### src/rtl/systolic_skew_feeder.sv
// Input stage of an NxN output-stationary systolic array: skews A columns / B rows
// onto the west/north edges, drives the shared PE enable, flushes, then pulses done.
module systolic_skew_feeder #(
  parameter int unsigned DATA_WIDTH = 16,
  parameter int unsigned N          = 4,
  parameter int unsigned K_WIDTH    = 8
) (
  input  logic                    clk,
  input  logic                    reset,
  input  logic                    start,
  input  logic [K_WIDTH-1:0]      k_len,
  output logic                    busy,
  input  logic                    in_valid,
  output logic                    in_ready,
  input  logic [N*DATA_WIDTH-1:0] in_a,
  input  logic [N*DATA_WIDTH-1:0] in_b,
  output logic [N*DATA_WIDTH-1:0] edge_a,
  output logic [N*DATA_WIDTH-1:0] edge_b,
  output logic                    pe_enable,
  output logic                    done
);

  localparam int unsigned DW   = DATA_WIDTH;
  localparam int unsigned FC_W = $clog2(2 * N);

  typedef enum logic [1:0] {
    IDLE   = 2'd0,
    STREAM = 2'd1,
    FLUSH  = 2'd2,
    DONE   = 2'd3
  } state_e;

  state_e              state_q, state_d;
  logic [K_WIDTH-1:0]  k_len_q, k_len_d;
  logic [K_WIDTH-1:0]  beat_cnt_q, beat_cnt_d;
  logic [FC_W-1:0]     flush_cnt_q, flush_cnt_d;
  logic                in_ready_q, in_ready_d;
  logic                busy_q, busy_d;
  logic                pe_enable_q, pe_enable_d;
  logic                done_q, done_d;
  logic                accept;

  assign accept    = in_valid && in_ready_q;
  assign in_ready  = in_ready_q;
  assign busy      = busy_q;
  assign pe_enable = pe_enable_q;
  assign done      = done_q;

  // Next state; outputs are decoded from the next state so they register in step with it.
  // The flush lasts until the last beat has been accumulated at PE(N-1,N-1) one cycle ago.
  always_comb begin
    state_d     = state_q;
    k_len_d     = k_len_q;
    beat_cnt_d  = beat_cnt_q;
    flush_cnt_d = flush_cnt_q;
    case (state_q)
      IDLE: begin
        if (start && (k_len != '0)) begin
          state_d    = STREAM;
          k_len_d    = k_len;
          beat_cnt_d = '0;
        end
      end
      STREAM: begin
        if (accept) begin
          beat_cnt_d = beat_cnt_q + K_WIDTH'(1);
          if (beat_cnt_q == (k_len_q - K_WIDTH'(1))) begin
            state_d     = FLUSH;
            flush_cnt_d = '0;
          end
        end
      end
      FLUSH: begin
        flush_cnt_d = flush_cnt_q + FC_W'(1);
        if (flush_cnt_q == FC_W'(2 * N - 1)) begin
          state_d = DONE;
        end
      end
      DONE: begin
        state_d = IDLE;
      end
      default: begin
        state_d = IDLE;
      end
    endcase
    in_ready_d  = (state_d == STREAM);
    busy_d      = (state_d != IDLE);
    pe_enable_d = (state_d == STREAM) || (state_d == FLUSH);
    done_d      = (state_d == DONE);
  end

  always_ff @(posedge clk or posedge reset) begin
    if (reset) begin
      state_q     <= IDLE;
      k_len_q     <= '0;
      beat_cnt_q  <= '0;
      flush_cnt_q <= '0;
      in_ready_q  <= 1'b0;
      busy_q      <= 1'b0;
      pe_enable_q <= 1'b0;
      done_q      <= 1'b0;
    end else begin
      state_q     <= state_d;
      k_len_q     <= k_len_d;
      beat_cnt_q  <= beat_cnt_d;
      flush_cnt_q <= flush_cnt_d;
      in_ready_q  <= in_ready_d;
      busy_q      <= busy_d;
      pe_enable_q <= pe_enable_d;
      done_q      <= done_d;
    end
  end

  // Lane i delays by i+1 registers; unaccepted slots shift in zeros so skew is preserved.
  for (genvar i = 0; i < int'(N); i++) begin : g_lane
    logic [DW-1:0] a_d [i+1];
    logic [DW-1:0] a_q [i+1];
    logic [DW-1:0] b_d [i+1];
    logic [DW-1:0] b_q [i+1];

    always_comb begin
      a_d[0] = accept ? in_a[i*DW +: DW] : '0;
      b_d[0] = accept ? in_b[i*DW +: DW] : '0;
      for (int s = 1; s < i + 1; s++) begin
        a_d[s] = a_q[s-1];
        b_d[s] = b_q[s-1];
      end
    end

    always_ff @(posedge clk or posedge reset) begin
      if (reset) begin
        a_q <= '{default: '0};
        b_q <= '{default: '0};
      end else begin
        a_q <= a_d;
        b_q <= b_d;
      end
    end

    assign edge_a[i*DW +: DW] = a_q[i];
    assign edge_b[i*DW +: DW] = b_q[i];
  end

endmodule

### config.mk
export PLATFORM = sky130hd
export DESIGN_NAME = systolic_skew_feeder
export DESIGN_NICKNAME = d
export VERILOG_FILES = /design/src/rtl/systolic_skew_feeder.sv
export SDC_FILE = /design/constraint.sdc
export NUM_CORES = 1
export LEC_CHECK = 0
export BUFFER_PORTS_ARGS = -buffer_cell sky130_fd_sc_hd__buf_2
export CAP_MARGIN = 25
export CORE_MARGIN = 2
export CORE_UTILIZATION = 45
export CTS_CLUSTER_DIAMETER = 200
export DETAILED_ROUTE_END_ITERATION = 16
export GPL_TIMING_DRIVEN = 0
export PLACE_DENSITY_LB_ADDON = 0.12
export SETUP_SLACK_MARGIN = 0.15
export SYNTH_ARGS = -nofsm -noshare
export SYNTH_HDL_FRONTEND = slang
export SYNTH_SLANG_ARGS = --single-unit
### constraint.sdc
create_clock -name clk -period 10.4 [get_ports clk]
set_input_delay 1.04 -clock clk [delete_from_list [all_inputs] [get_ports clk]]
set_output_delay 1.04 -clock clk [all_outputs]
set_load 0.01 [all_outputs]
==> key figures <==
Run status
  – Run status: finished clean

Pwr
  – IR drop worst, VDD: 164 uV
  – Leak: about 7.4 nW
  – Power Dens Cells: 239 nW/um^2

Worst setup path
  – R2r setup slk: 7840 ps
  – Crit start category: flip-flop
  – Crit-path max FO: 4
  – CP Class: reg -> reg
  – R2r startpoint: k_len_q[0]
  – Critical Path RT: approximately 11000 ps
  – FF-to-FF path depth: 9
  – Arr. time, crit path: 2950 ps
  – Crit path from: k_len_q[0]
  – R2R Path End: pe_enable
  – CP Capture Type: flip-flop

GRT
  – First-pass GRT wire length: 31200 um
  – Number of global-route vias before repair: 5987
  – Initial antenna violation count: 1
  – Largest net degree at the start of global routing: 44
  – Total gr overflow: 0
  – GRT Total Usage: 0.166

Route
  – Antenna Nets Post-Route: 0
  – Number of DRC markers in iteration 0: between 200 and 250
  – Via density: 4.67
  – Vias: 5838
  – Routed WL: between 15000 and 20000 um
  – DR pass1 iterations: 4
  – Wire per inst: 15.8 um
  – # DRC: 0

Synth
  – Gate Count Post-Synth: 622
  – Synth unique cells: 37
  – Ys Warns: 0
  – Number of synthesized register bits: 345
  – Syn_nets: 769
  – Mapped Avg Cell Area: 16.6 sq um
  – Sequential fraction of the synthesis area: 0.838
  – Post-synthesis instance area: 10300 sq um

Placement
  – # placed instances: 1188
  – Port bufs: ~270
  – Gpl congestion: 0.789
  – Post-DP HPWL: 14000 um
  – Placed inst area: 12200 sq um

STA
  – Worst Skew: 11.9 ps
  – Pins Over Slew Limit: 0
  – Actual slew at the worst max-slew pin: 765 ps
  – Slew headroom: 0.490
  – Endpoints failing setup: 0
  – Post-layout min period: 2560 ps
  – Crit share post-route: 0.246
  – RSZ-0062 raised after global routing: no
  – Fmax: 390 MHz
  – Fin. Hold Viols: 0
  – Setup TNS Final: 0 ps

Clocking
  – PostCTS Resize Cnt: 0
  – CTS clk-pin slew, worst paths: 60 ps
  – Buffer count from post-CTS setup fixing: 0
  – H-tree levels: 2
  – CTS hold repair buffers: 0
  – Clk buf depth: 3
  – CTS Buf Count: 35
  – CTS tree: built
  – Clock Latency Late Sink: ~500 ps
  – Sink count of the clock tree: 345
  – Clock tree root driver cell: clkbuf_16

Worst hold path
  – Worst Hold End: g_lane[3].a_d[18]
  – HP Start: g_lane[3].a_d[34]
  – Hold Crit Depth: 0
  – Hold Path Class: reg -> reg

Job
  – Max-cap violations: 0

Final layout
  – Layout area overhead: 30.0%
  – Finished Layout Cells: 1250
  – Nets: between 1000 and 1500
  – Layout Utilization: 0.593
  – Share of cells above drive strength 1: 0.355
  – Finished Cell Area: 13400 sq um

Floorplan
  – Core Area: between 20000 and 25000 sq um
  – Chip width: 155 um
  – DIE AREA: 24100 sq um
  – Initial Utilization: 0.456
  – Cell row count: 55
  – Die height: roughly 160 um
  – Io pins: 272
-- per-stage QoR --
stage          total power, mW  hold WS, ps  setup slack, ps
3_5_place_dp              2.00          335             7360
2_1_floorplan             1.83          331             4740
3_3_place_gp              1.98          331             3020
6_report                  3.20          343             7840
4_1_cts                   3.25          338             7810
5_1_grt                   3.36          348             7660
-- how the worst max path moves through the flow --
stage                    end  slack, ps  depth (start not counted)
2_1_floorplan  beat_cnt_q[0]       4740                          1
3_3_place_gp      edge_b[62]       3020                          2
3_5_place_dp       pe_enable       7360                          8
4_1_cts            pe_enable       7810                          9
5_1_grt            pe_enable       7660                          9
6_report           pe_enable       7840                          9
-- layer usage --
layer  global-route usage  part of all wire  vias to the layer above
met2                0.269              0.49                      208
met1                0.216              0.41                     2862
li1                     -                 -                     2721
met5                    0                 0                        -
met4               0.0568             0.027                        0
met3               0.0493             0.074                       47
-- critical path: stages (launching register included) --
cell and delay, ps:
dfrtp_1 410, inv_1 90, ha_1 210, nand2_1 90, or4_4 500, a2111oi_4 410
nand3_2 140, a211o_1 300, ha_1 280, inv_1 30
-- cell usage after synthesis, drive strengths merged --
library cell    n  area [sq um]
dfrtp         345          8630
and3          131           820
clkbuf         33           124
nand2          25          93.8
nor2           12          47.6
nand3           8          45.0
xor2            8          70.1
ha              7          87.6
inv             6          22.5
o21ai           6          30.0
xnor2           5          43.8
a21oi           4          20.0
nor3            4          20.0
or4             4          33.8
a211o           2          17.5
a211oi          2          15.0
and4            2          20.0
nand4           2          12.5
nor2b           2          12.5
a2111oi         1          27.5
a311oi          1          8.76
a41o            1          10.0
and2            1          6.26
and4b           1          10.0
nand2b          1          6.26
nand3b          1          7.51
nand4b          1          8.76
nor4b           1          8.76
o221ai          1          8.76
o31ai           1          7.51
or2             1          6.26
or2b            1          7.51
or3             1          6.26
-- layout make-up --
class	instances	area, sq um
tap	285	357
timing repair buffer	281	1560
clock inverter	10	118
inverter	6	26.3
buffer	33	124
fill	1834	9180
multi-input combinational	238	1520
clock buffer	51	1050
antenna	1	2.50
sequential	345	8630
-- registers in the layout, indices dropped and copies added, names as in the netlist, 8 cells and up --
register	cells
k_len_q	8
edge_a	48
g_lane.b_d	96
g_lane.a_d	96
edge_b	48
g_lane.b_q	16
beat_cnt_q	8
g_lane.a_q	16
-- kinds of logic (layout without fill, tap and decap cells) --
| kind of cell | after synthesis | in the layout | synth area share |
|---|---|---|---|
| DFF | 345 | 345 | 0.838 |
| and+or+nand+nor | 199 | 199 | 0.114 |
| buffers and inverters | 39 | 381 | 0.0142 |
| AOI/OAI and AO/OA | 19 | 19 | 0.0141 |
| xor gates and xnor gates | 13 | 13 | 0.0111 |
| adders and majority gates | 7 | 7 | 0.00850 |
| other | 0 | 1 | 0 |
-- power breakdown --
part / leakage (nW) / total (mW) / internal (mW) / switching, mW
Sequential: 4.48 / 1.59 / 1.52 / 0.0705
Combinational: 2.31 / 0.380 / 0.161 / 0.220
Clock: 0.575 / 1.23 / 0.749 / 0.480
-- layout by cell type, fill, tap and decap left out, types with 2 or more instances in the layout --
cell and n:
and3_1 131, buf_2 271, clkinv_2 5, inv_1 5
nor3_1 4, xnor2_1 5, buf_12 9, clkbuf_8 9
o21ai_0 6, nand3_1 7, xor2_1 8, nor2b_1 2
a21oi_1 4, a211oi_1 2, nand2_1 25, bufinv_16 2
clkbuf_1 39, dfrtp_1 345, a211o_1 2, ha_1 7
clkinvlp_4 2, nor2_1 11, nand4_1 2, clkbuf_16 36
or4_1 3
No activity file was read; power rests on OpenSTA's default activity.
